File: src/rtl/store_buffer.sv
`default_nettype none
// ============================================================================
// Module      : store_buffer
// Description : Posted-write buffer between the store path and the 16-bit
//               data memory. Queues stores in a circular FIFO, drains one
//               per cycle when the memory port is free, and forwards the
//               youngest matching pending store to same-cycle loads.
// Revision    : 1.0 - initial release
// ============================================================================
module store_buffer #(
  parameter int DEPTH = 4,
  parameter int AW    = 16,
  parameter int DW    = 16,
  parameter int CW    = $clog2(DEPTH + 1)
) (
  input  logic          clk,
  input  logic          rst,
  input  logic          st_valid,
  input  logic [AW-1:0] st_addr,
  input  logic [DW-1:0] st_data,
  output logic          st_ready,
  input  logic          ld_req,
  input  logic [AW-1:0] ld_addr,
  output logic          ld_hit,
  output logic [DW-1:0] ld_data,
  input  logic          mem_busy,
  output logic          mem_we,
  output logic [AW-1:0] mem_a,
  output logic [DW-1:0] mem_wd,
  input  logic          drain,
  output logic [CW-1:0] count,
  output logic          idle
);

  localparam int PW = $clog2(DEPTH);

  // Entry storage and FIFO bookkeeping
  logic [AW-1:0] addr_q [DEPTH];
  logic [AW-1:0] addr_d [DEPTH];
  logic [DW-1:0] data_q [DEPTH];
  logic [DW-1:0] data_d [DEPTH];
  logic [PW-1:0] head_q, head_d;
  logic [PW-1:0] tail_q, tail_d;
  logic [CW-1:0] count_q, count_d;
  // Copy of the most recently popped entry, shown on the write port when empty
  logic [AW-1:0] last_a_q, last_a_d;
  logic [DW-1:0] last_d_q, last_d_d;

  logic push;
  logic pop;
  logic not_empty;

  // Handshake and memory write port; the write is suppressed during reset
  always_comb begin
    not_empty = (count_q != '0);
    st_ready  = (count_q != CW'(DEPTH)) & ~drain;
    mem_we    = not_empty & ~mem_busy & ~rst;
    push      = st_valid & st_ready;
    pop       = mem_we;
    mem_a     = not_empty ? addr_q[head_q] : last_a_q;
    mem_wd    = not_empty ? data_q[head_q] : last_d_q;
    count     = count_q;
    idle      = ~not_empty;
  end

  // Load forwarding: scan oldest to youngest so the youngest match wins
  always_comb begin
    ld_hit  = 1'b0;
    ld_data = '0;
    for (int i = 0; i < DEPTH; i++) begin
      if (ld_req && (CW'(i) < count_q) && (addr_q[head_q + PW'(i)] == ld_addr)) begin
        ld_hit  = 1'b1;
        ld_data = data_q[head_q + PW'(i)];
      end
    end
  end

  // Next-state computation for pointers, count and entry contents
  always_comb begin
    addr_d   = addr_q;
    data_d   = data_q;
    head_d   = head_q;
    tail_d   = tail_q;
    count_d  = count_q;
    last_a_d = last_a_q;
    last_d_d = last_d_q;
    if (push) begin
      addr_d[tail_q] = st_addr;
      data_d[tail_q] = st_data;
      tail_d         = tail_q + PW'(1);
    end
    if (pop) begin
      last_a_d = addr_q[head_q];
      last_d_d = data_q[head_q];
      head_d   = head_q + PW'(1);
    end
    case ({push, pop})
      2'b10:   count_d = count_q + CW'(1);
      2'b01:   count_d = count_q - CW'(1);
      default: count_d = count_q;
    endcase
  end

  // State registers; reset discards all pending stores
  always_ff @(posedge clk) begin
    if (rst) begin
      for (int i = 0; i < DEPTH; i++) begin
        addr_q[i] <= '0;
        data_q[i] <= '0;
      end
      head_q   <= '0;
      tail_q   <= '0;
      count_q  <= '0;
      last_a_q <= '0;
      last_d_q <= '0;
    end else begin
      addr_q   <= addr_d;
      data_q   <= data_d;
      head_q   <= head_d;
      tail_q   <= tail_d;
      count_q  <= count_d;
      last_a_q <= last_a_d;
      last_d_q <= last_d_d;
    end
  end

endmodule
`default_nettype wire

File: config.mk
export PLATFORM = sky130hd
export DESIGN_NAME = store_buffer
export DESIGN_NICKNAME = d
export VERILOG_FILES = /design/src/rtl/store_buffer.sv
export SDC_FILE = /design/constraint.sdc
export NUM_CORES = 1
export LEC_CHECK = 0
export ABC_AREA = 1
export CAP_MARGIN = 20
export CORE_MARGIN = 2
export CORE_UTILIZATION = 55
export DETAILED_ROUTE_END_ITERATION = 12
export PLACE_DENSITY = 0.74
export SLEW_MARGIN = 40
export SYNTH_ARGS = -nofsm -noshare
export SYNTH_HDL_FRONTEND = slang
export SYNTH_SLANG_ARGS = --single-unit
File: constraint.sdc
create_clock -name clk -period 7 [get_ports clk]
set_clock_uncertainty 0.05 [all_clocks]
set_input_delay 0.7 -clock clk [delete_from_list [all_inputs] [get_ports clk]]
set_output_delay 0.7 -clock clk [all_outputs]
set_load 0.03 [all_outputs]
==> results of run 1 <==
[cell usage in the layout (no fill, tap or decap), types with 3 or more instances in the layout]
master	netlist	layout
xor2_1	12	12
o21ai_0	284	284
inv_8	0	8
nand2_4	2	3
o21ai_1	17	17
inv_1	128	127
nand4_1	8	8
nor2_1	88	87
nand3_1	132	132
nand2_2	3	3
ha_1	9	9
clkbuf_16	0	17
clkinv_8	0	3
nor2_2	2	3
clkinv_4	0	3
buf_4	6	14
a21oi_1	168	168
nand2_1	678	677
dfxtp_1	167	166
clkdlybuf4s50_1	0	107
nand3b_1	14	14
o211ai_1	6	6
o22ai_1	5	5
[per-layer routing]
| metal | part of all wire, % | routed length [microns] | global-route usage (%) | up-vias |
|---|---|---|---|---|
| met3 | 13 | 4530 | 8.55 | 25 |
| met4 | 0.86 | 304 | 5.49 | 0 |
| met5 | 0 | 0 | 0 | - |
| met2 | 38 | 13600 | 43.1 | 609 |
| li1 | - | - | - | 6061 |
| met1 | 48 | 16900 | 52.6 | 5397 |
[report_power, final]
| group | switching (mW) | total [mW] | internal, mW |
|---|---|---|---|
| sequential | 0.0461 | 1.06 | 1.01 |
| clock | 0.475 | 0.959 | 0.484 |
| combinational | 0.761 | 1.09 | 0.329 |
| total | 1.28 | 3.11 | 1.82 |
[path summary, 6_finish.rpt]
check | startpoint | end | cells after the start
worst max-delay path | head_q[0]$_SDFFE_PP0P_ | ld_data[2] | 17
worst min-delay path | data_q[26]$_SDFFE_PP0P_ | data_q[26]$_SDFFE_PP0P_ | 2
worst max register to register | head_q[0]$_SDFFE_PP0P_ | last_d_q[6]$_SDFFE_PP0P_ | 5
worst min register to register | data_q[26]$_SDFFE_PP0P_ | data_q[26]$_SDFFE_PP0P_ | 2
[state kept, by name, summed over array words and instances, names as in the netlist]
name / cells
last_d_q: 16
addr_q: 64
last_a_q: 16
data_q: 64
tail_q: 2
count: 3
head_q: 2
[Yosys cell counts (12+ instances only)]
library cell | instances | share of area, %
nor2_1 | 88 | 3.0
nand3b_1 | 14 | 0.96
buf_6 | 20 | 2.1
buf_2 | 13 | 0.59
nand3_1 | 132 | 6.0
inv_1 | 128 | 4.4
o21ai_0 | 284 | 13
nand2_1 | 678 | 23
a21oi_1 | 168 | 7.7
xor2_1 | 12 | 0.96
clkbuf_1 | 80 | 2.7
dfxtp_1 | 167 | 31
o21ai_1 | 17 | 0.78
[cells by family after synthesis]
family	Yosys count	synth area share, %
and+or+nand+nor	932	34.6
AOI/OAI and AO/OA	482	22.3
buffers and inverters	260	10.7
DFF	167	30.5
xor gates and xnor gates	12	0.959
adders and majority gates	9	1.03
[per-stage QoR]
step                      hold slack [ns]  setup slack, ns  cells  cell area [sq um]
final                               0.414             1.09   2154              12400
after global routing                0.438            0.706   2154              12400
after CTS                           0.414             1.19   2154              12400
after detailed placement            0.403             1.65   2122              11800
after global placement              0.400             1.77   2121              11800
after floorplan                     0.389             3.96   1862              11000
[worst max-delay path: cells and delay by family, from the launching register on]
family          cells  cell delay (ns)
flops               1             0.65
buf+inv             3             2.01
simple gates       13             1.69
compound gates      1             0.29
[area by class of cell]
cell class              count  area share [%]
clock buffers              17            3.42
clock inverters            15            1.39
multi-input cells        1435            51.9
inverters                 132            4.05
flip-flops and latches    167            26.9
well taps                 265            2.67
repair buffers            123            9.66
==> results.toml, run 1 <==
[sta]
worstMarginPinSlew_ns = 0.955
period_minus_slack_ns = 5.91
setup_viol = 0
rsz0062_at_grt = "no"
finalSetupTns_ns = 0
hold_viol = 0
max_slew_margin_pct = 35.7
period_share_pct = 84.5
slew_violations = 0
max_freq_mhz = 169

[layout]
regArea_sq_um = 3350
layout-drive-gt1-share_pct = 3.49
multi_input_area_sq_um = 6450
num-fill-cells = 1890
antenna_cells = 0
post-route-util_pct = 63.7
nNetsFinal = 1939
syn_to_final_growth_pct = 13.5

[die]
ios = 109
rows = 51
core-area_sq_um = 19500
die_area_sq_um = 21100
die_w_microns = 145
start_util_pct = 56.1
die_height_microns = 145

[clocking]
cts_setup_buffers = 0
cts_tree = "built"
cts_root_buffer = "clkbuf_16"
postCtsResizedCells = 0
htree_num_levels = 4
insertion_delay_ns = 0.43
cts_max_path_buffers = 2
postCtsHoldBufs = 0
path_clk_slew_ns = 0.08
cts.sinks = 167
numCtsBuffers = 17

[drt]
drt_iter0_markers = 1337
firstDrtPassIters = 7
avgRoutedWirePerCell_microns = 16.4
final_antenna_net_count = 0
vias = 12100
post_drt_via_cell_ratio = 5.61
drt_wl_total_microns = 35300
drc = 0

[logic_synthesis]
synth-seq-cells = 167
synthesis.area_sq_um = 11000
yosysWarnings = 0
yosys_most_used_dff = "dfxtp_1"
ys_types = 30
syn_nets = 1925
syn_inst = 1862
synth_edf_count = 0
async_flop_share_pct = 0
seq_area_frac_synth_pct = 30.5
synth_area_per_cell_sq_um = 5.89

[worst_setup_path]
setup.worst_path.class = "reg -> out"
cp.required_ns = 6.25
crit_slowest_cell = "buf_4"
rrSetupSlack_ns = 3.57
cp_common_cell = "nand2_1"
worstSetupEndpointType = "output pin"
cpPeakStageDelay_ns = 0.75
path_max_fanout = 106
arrival_ns = 5.16
startpoint_type = "flip-flop"
worstPathCellList = "buf_4, buf_4, o21ai_0, nand2_1, nand2_1, nand2_1, nand2_1, nor2_1, nand2_1, nor2_4, nand3_2, nand2_2, nand3_1, nand2_1, nand2_1, nand2_1, clkdlybuf4s50_1"

[outcome]
status = "finished clean"

[global_route]
antenna_found_initial = 0
grt_overflow = 0
grt_max_degree = 107
grt_pass1_vias = 9832
grt_pass1_wl_microns = 55000
grt.total_usage_pct = 32.7

[place]
gp_congestion = 0.945
io_buffer_count = 108
hpwlAfterDp_microns = 25000

[power_and_ir_drop]
pwr_density_cell_nw_per_um2 = 250
p_leak_nw = 5.07
worst_ir_drop_vdd_mv = 0.184
fin_total_pwr_mw = 3.11

[job]
maxCapViolations = 0

[hold_path]
min_path_type = "reg -> reg"
No activity file was read; power rests on OpenSTA's default activity.
==> run 2: changes to the inputs <==
--- a/config.mk
+++ b/config.mk
@@ -8,9 +8,9 @@
 export ABC_AREA = 1
 export CAP_MARGIN = 20
 export CORE_MARGIN = 2
-export CORE_UTILIZATION = 55
+export CORE_UTILIZATION = 53
 export DETAILED_ROUTE_END_ITERATION = 12
-export PLACE_DENSITY = 0.74
+export PLACE_DENSITY = 0.75
 export SLEW_MARGIN = 40
 export SYNTH_ARGS = -nofsm -noshare
 export SYNTH_HDL_FRONTEND = slang
==> constraint.sdc (replaced) <==
create_clock -name clk -period 5.3 [get_ports clk]
set_clock_uncertainty 0.05 [all_clocks]
set_input_delay 0.53 -clock clk [delete_from_list [all_inputs] [get_ports clk]]
set_output_delay 0.53 -clock clk [all_outputs]
set_load 0.03 [all_outputs]
==> run 2 against run 1 <==
Power rose by 34%. Sequential power rose by 31%. Hold slack improved by 0.0025 ns. Utilization fell by 1.9 points. Critical path depth fell by 5. Sequential share of layout area fell by 0.16 points. Die area rose by 3.7%. Count of clock-buffer cells in the layout rose by 1. Final cell count rose by 0.51%. Setup slack got worse by 0.71 ns. Combinational power rose by 35%. Register-to-register slack got worse by 1.3 ns. Largest power group unchanged. Highest routed layer unchanged.
==> results.toml, run 2 (synthesized netlist as in run 1, its figures left out) <==
[place]
gp_congestion = 0.987
dp_cells = 2133
hpwlAfterDp_microns = 26500
io_buffer_count = 108

[drt]
avgRoutedWirePerCell_microns = 16.8
post_drt_via_cell_ratio = 5.56
drt_wl_total_microns = 36400
drt_iter0_markers = 1252
drc = 0
final_antenna_net_count = 0
firstDrtPassIters = 7
vias = 12000

[worst_setup_path]
path_max_fanout = 69
rrSetupSlack_ns = 2.23
reg2regPathDepth = 5
arrival_ns = 4.34
setup.worst_path.class = "reg -> out"
cpPeakStageDelay_ns = 0.66
startpoint_type = "flip-flop"
cp.required_ns = 4.72
crit_slowest_cell = "clkdlybuf4s50_1"
r2r-end = "last_d_q[10]$_SDFFE_PP0P_"
worstSetupEndpointType = "output pin"
cp_common_cell = "nand2_1"
worstPathCellList = "buf_4, o21ai_0, nand2_1, nand2_1, nand2_1, nand4_1, nor3_1, nand3_1, nor2_4, nand2_1, nand2_1, clkdlybuf4s50_1"
r2r_start = "head_q[0]$_SDFFE_PP0P_"

[sta]
period_minus_slack_ns = 4.92
setup_viol = 0
max_slew_margin_pct = 39.7
period_share_pct = 92.8
max_freq_mhz = 203
hold_viol = 0
slew_violations = 0
worstMarginPinSlew_ns = 0.895
rsz0062_at_grt = "no"
hold_slack_ns = 0.417
finalSetupTns_ns = 0

[clocking]
cts.sinks = 167
insertion_delay_ns = 0.44
htree_num_levels = 4
path_clk_slew_ns = 0.08
cts_root_buffer = "clkbuf_16"
numCtsBuffers = 17
cts_tree = "built"
cts_max_path_buffers = 2
cts_setup_buffers = 0

[layout]
fin_cells = 2165
num-fill-cells = 1992
layout-drive-gt1-share_pct = 3.80
layout_common_cells = "nand2_1, o21ai_0, a21oi_1, dfxtp_1, nand3_1"
antenna_cells = 0
largestRegisters = "addr_q (64), data_q (64)"
regArea_sq_um = 3350
syn_to_final_growth_pct = 14.2
final_common_cell = "nand2_1"
multi_input_area_sq_um = 6470
nNetsFinal = 1945

[die]
die_w_microns = 148
core-area_sq_um = 20200
die_height_microns = 148
ios = 109
start_util_pct = 54.2
rows = 52
die_area_sq_um = 21800

[power_and_ir_drop]
worst_ir_drop_vdd_mv = 0.197
p_leak_nw = 5.09
pwr_density_cell_nw_per_um2 = 332

[global_route]
grt_pass1_wl_microns = 56800
antenna_found_initial = 0
grt_pass1_vias = 10000
grt_overflow = 0
grt_max_degree = 71
grt.total_usage_pct = 33.3

[job]
maxCapViolations = 0

[hold_path]
min_path_type = "reg -> reg"
min-delay-start = "data_q[26]$_SDFFE_PP0P_"
min_path_cells = 2
hold_path_end = "data_q[26]$_SDFFE_PP0P_"

[outcome]
status = "finished clean"
## run 2: changes by cell type in the layout (fill, tap and decap cells not counted), sizes merged
cell	delta
buf	+6
clkbuf	+1
clkinv	+1
clkinvlp	-1
inv	-1
## run 2: critical path, delay by kind of cell (launching register included)
family          cells  cell delay [ns]
flops               1             0.61
buf+inv             2             1.23
compound gates      1             0.34
simple gates        9             1.68
## run 2: area by class of cell
| type | count | area share, % |
|---|---|---|
| inverters | 132 | 4.01 |
| repair buffers | 129 | 9.96 |
| well taps | 270 | 2.70 |
| clock inverters | 14 | 1.38 |
| multi-input cells | 1435 | 51.7 |
| clock buffers | 18 | 3.51 |
| flip-flops and latches | 167 | 26.8 |
## run 2: power by group
group	internal [mW]	switching [mW]
sequential	1.33	0.0593
combinational	0.447	1.03
clock	0.655	0.632
## run 2: worst max-delay path by stage
| stage | startpoint | end | slack (ns) | depth (start not counted) |
|---|---|---|---|---|
| after floorplan | count[0]$_SDFFE_PP0P_ | count[2]$_SDFFE_PP0P_ | 2.26 | 13 |
| after global placement | head_q[1]$_SDFFE_PP0P_ | ld_data[15] | 0.88 | 16 |
| final | head_q[0]$_SDFFE_PP0P_ | ld_data[15] | 0.38 | 12 |
| after detailed placement | head_q[1]$_SDFFE_PP0P_ | ld_data[1] | 0.81 | 16 |
| after global routing | head_q[1]$_SDFFE_PP0P_ | ld_data[15] | 0.14 | 17 |
| after CTS | head_q[1]$_SDFFE_PP0P_ | ld_data[2] | 0.35 | 16 |
## run 2: through the flow
step / util (%) / setup WS, ns / instance area (sq um) / total power, mW
global placement: 58.7 / 0.877 / 11900 / 2.84
global route: 61.8 / 0.144 / 12500 / 4.37
detailed placement: 58.7 / 0.807 / 11900 / 2.85
CTS: 61.7 / 0.354 / 12500 / 4.13
floorplan: - / 2.26 / 11000 / 2.41
finish: 61.8 / 0.379 / 12500 / 4.16
## run 2: timing repair
| item | in CTS | in global routing |
|---|---|---|
| setup endpoints to repair | 0 | 17 |
| resized for setup | 0 | 2 |
| hold buffers | 0 | 0 |
## run 2: metal layers
metal / vias to the layer above / share of wire (%) / global-route usage [%]
met3: 27 / 13 / 11.8
met2: 571 / 37 / 41.2
li1: 6068 / - / -
met1: 5376 / 49 / 54.4
met5: - / 0 / 0
met4: 0 / 0.65 / 5.10
==> run 3: changes to the inputs <==
--- a/config.mk
+++ b/config.mk
@@ -10,6 +10,7 @@
 export CORE_MARGIN = 2
 export CORE_UTILIZATION = 53
 export DETAILED_ROUTE_END_ITERATION = 12
+export GPL_ROUTABILITY_DRIVEN = 0
 export PLACE_DENSITY = 0.75
 export SLEW_MARGIN = 40
 export SYNTH_ARGS = -nofsm -noshare
==> run 3 against run 2 <==
Final cell count decreased by 0.14%. Combinational power barely moved. Power is 1.2% higher. Highest routed layer unchanged. Largest power group unchanged.
==> results.toml, run 3 (synthesized netlist as in run 1, its figures left out) <==
[outcome]
status = "finished clean"

[layout]
post-route-util_pct = 61.8
layout-drive-gt1-share_pct = 3.65
fin_cells = 2162
layout_common_cells = "nand2_1, o21ai_0, a21oi_1, dfxtp_1, nand3_1"
largestRegisters = "addr_q (64), data_q (64)"
nNetsFinal = 1942
num-fill-cells = 2024
syn_to_final_growth_pct = 14.2
antenna_cells = 0
final_common_cell = "nand2_1"

[drt]
final_antenna_net_count = 0
avgRoutedWirePerCell_microns = 15.9
firstDrtPassIters = 5
drc = 0
drt_iter0_markers = 1281
vias = 12100
post_drt_via_cell_ratio = 5.59
drt_wl_total_microns = 34300

[global_route]
grt_pass1_vias = 9812
antenna_found_initial = 0
grt_pass1_wl_microns = 54000
grt.total_usage_pct = 31.1
grt_max_degree = 140
grt_overflow = 0

[clocking]
cts_tree = "built"
postCtsHoldBufs = 0
cts_max_path_buffers = 2
numCtsBuffers = 17
cts_root_buffer = "clkbuf_16"
cts_setup_buffers = 0
postCtsResizedCells = 0
path_clk_slew_ns = 0.07
cts.sinks = 167
htree_num_levels = 4
insertion_delay_ns = 0.43

[die]
rows = 52
ios = 109
die_height_microns = 148
core-area_sq_um = 20200
die_w_microns = 148
start_util_pct = 54.2
die_area_sq_um = 21800

[power_and_ir_drop]
p_leak_nw = 5.10
switching_power_mw = 1.62
p_clk_share_pct = 32.6
sw_frac_of_total_pct = 38.6
worst_ir_drop_vdd_mv = 0.185
seq_power_share_pct = 33.0
pwr_density_cell_nw_per_um2 = 336
combPwrFrac_pct = 34.4
p_int_mw = 2.58

[sta]
period_share_pct = 93.7
max_slew_margin_pct = 47.1
worstMarginPinSlew_ns = 0.794
finalSetupTns_ns = 0
hold_slack_ns = 0.414
max_freq_mhz = 201
rsz0062_at_grt = "no"
period_minus_slack_ns = 4.97
hold_viol = 0
setup_viol = 0
slew_violations = 0

[job]
maxCapViolations = 0

[worst_setup_path]
rrSetupSlack_ns = 2.04
crit_slowest_cell = "clkdlybuf4s50_1"
cp.required_ns = 4.72
startpoint_type = "flip-flop"
worstSetupEndpointType = "output pin"
cp_common_cell = "nand2_1"
cpPeakStageDelay_ns = 0.68
critical-path-top-delay-family = "simple AND/OR/NAND/NOR gates"
crit_buf_inv = 3
worstPathCellList = "buf_4, nand2_1, nand2_4, buf_4, nand2_1, nand3_1, nand4_1, nor3_1, nand3_1, nor2_4, nand2_1, nand2_1, clkdlybuf4s50_1"
arrival_ns = 4.39
path_max_fanout = 35
setup.worst_path.class = "reg -> out"

[place]
dp_cells = 2130
hpwlAfterDp_microns = 24300
io_buffer_count = 108

[hold_path]
min_path_type = "reg -> reg"
==> run 3: cell count changes in the layout (fill, tap and decap cells not counted), moves of 2 or more <==
| cell | previous run | this run |
|---|---|---|
| buf_4 | 20 | 17 |
| inv_8 | 5 | 3 |
| bufinv_16 | 0 | 4 |
| inv_6 | 1 | 3 |
| clkinv_8 | 4 | 0 |
| clkinv_2 | 1 | 3 |
==> run 3: through the flow <==
| step | total power, mW | worst slack (ns) | instance area (sq um) |
|---|---|---|---|
| after CTS | 4.18 | 0.370 | 12500 |
| after floorplan | 2.41 | 2.26 | 11000 |
| after detailed placement | 2.82 | 0.833 | 11900 |
| after global placement | 2.80 | 0.860 | 11900 |
| after global routing | 4.41 | 0.103 | 12500 |
| final | 4.21 | 0.332 | 12500 |
==> run 3: worst min-delay path, cell delays in order, from the launching register on <==
cell     delay, ns
dfxtp_1       0.31
inv_1         0.06
a21oi_1       0.05
==> run 3: routing by layer <==
layer,share of wire [%],global-route usage (%),routed length (microns),vias up
met2,38,40.2,13200,590
li1,-,-,-,6068
met5,0,0,0,-
met4,1.1,5.82,378,0
met1,48,50.2,16400,5393
met3,13,8.55,4430,26
==> run 3: area by class of cell <==
type                       instances  area, sq um  area share, %
inverter                         132          502           4.01
tap                              270          338           2.70
clock buffer                      17          425           3.40
multi-input combinational       1435         6460           51.6
timing repair buffer             126         1220           9.78
sequential                       167         3350           26.8
clock inverter                    15          215           1.72
==> run 3: power groups by stage <==
stage	Clock [mW]	Combinational, mW	Sequential, mW
3_5_place_dp	0	1.41	1.42
4_1_cts	1.38	1.41	1.39
2_1_floorplan	0	1.01	1.40
3_3_place_gp	0	1.39	1.41
5_1_grt	1.43	1.58	1.40
6_report	1.37	1.44	1.39
==> run 3: final timing paths <==
check                                         endpoint  cells after the start              startpoint
worst min register to register  data_q[7]$_SDFFE_PP0P_                      2  data_q[7]$_SDFFE_PP0P_
worst max-delay path                       ld_data[13]                     13  head_q[1]$_SDFFE_PP0P_
worst min-delay path            data_q[7]$_SDFFE_PP0P_                      2  data_q[7]$_SDFFE_PP0P_
worst max register to register   count[2]$_SDFFE_PP0P_                     15   count[0]$_SDFFE_PP0P_
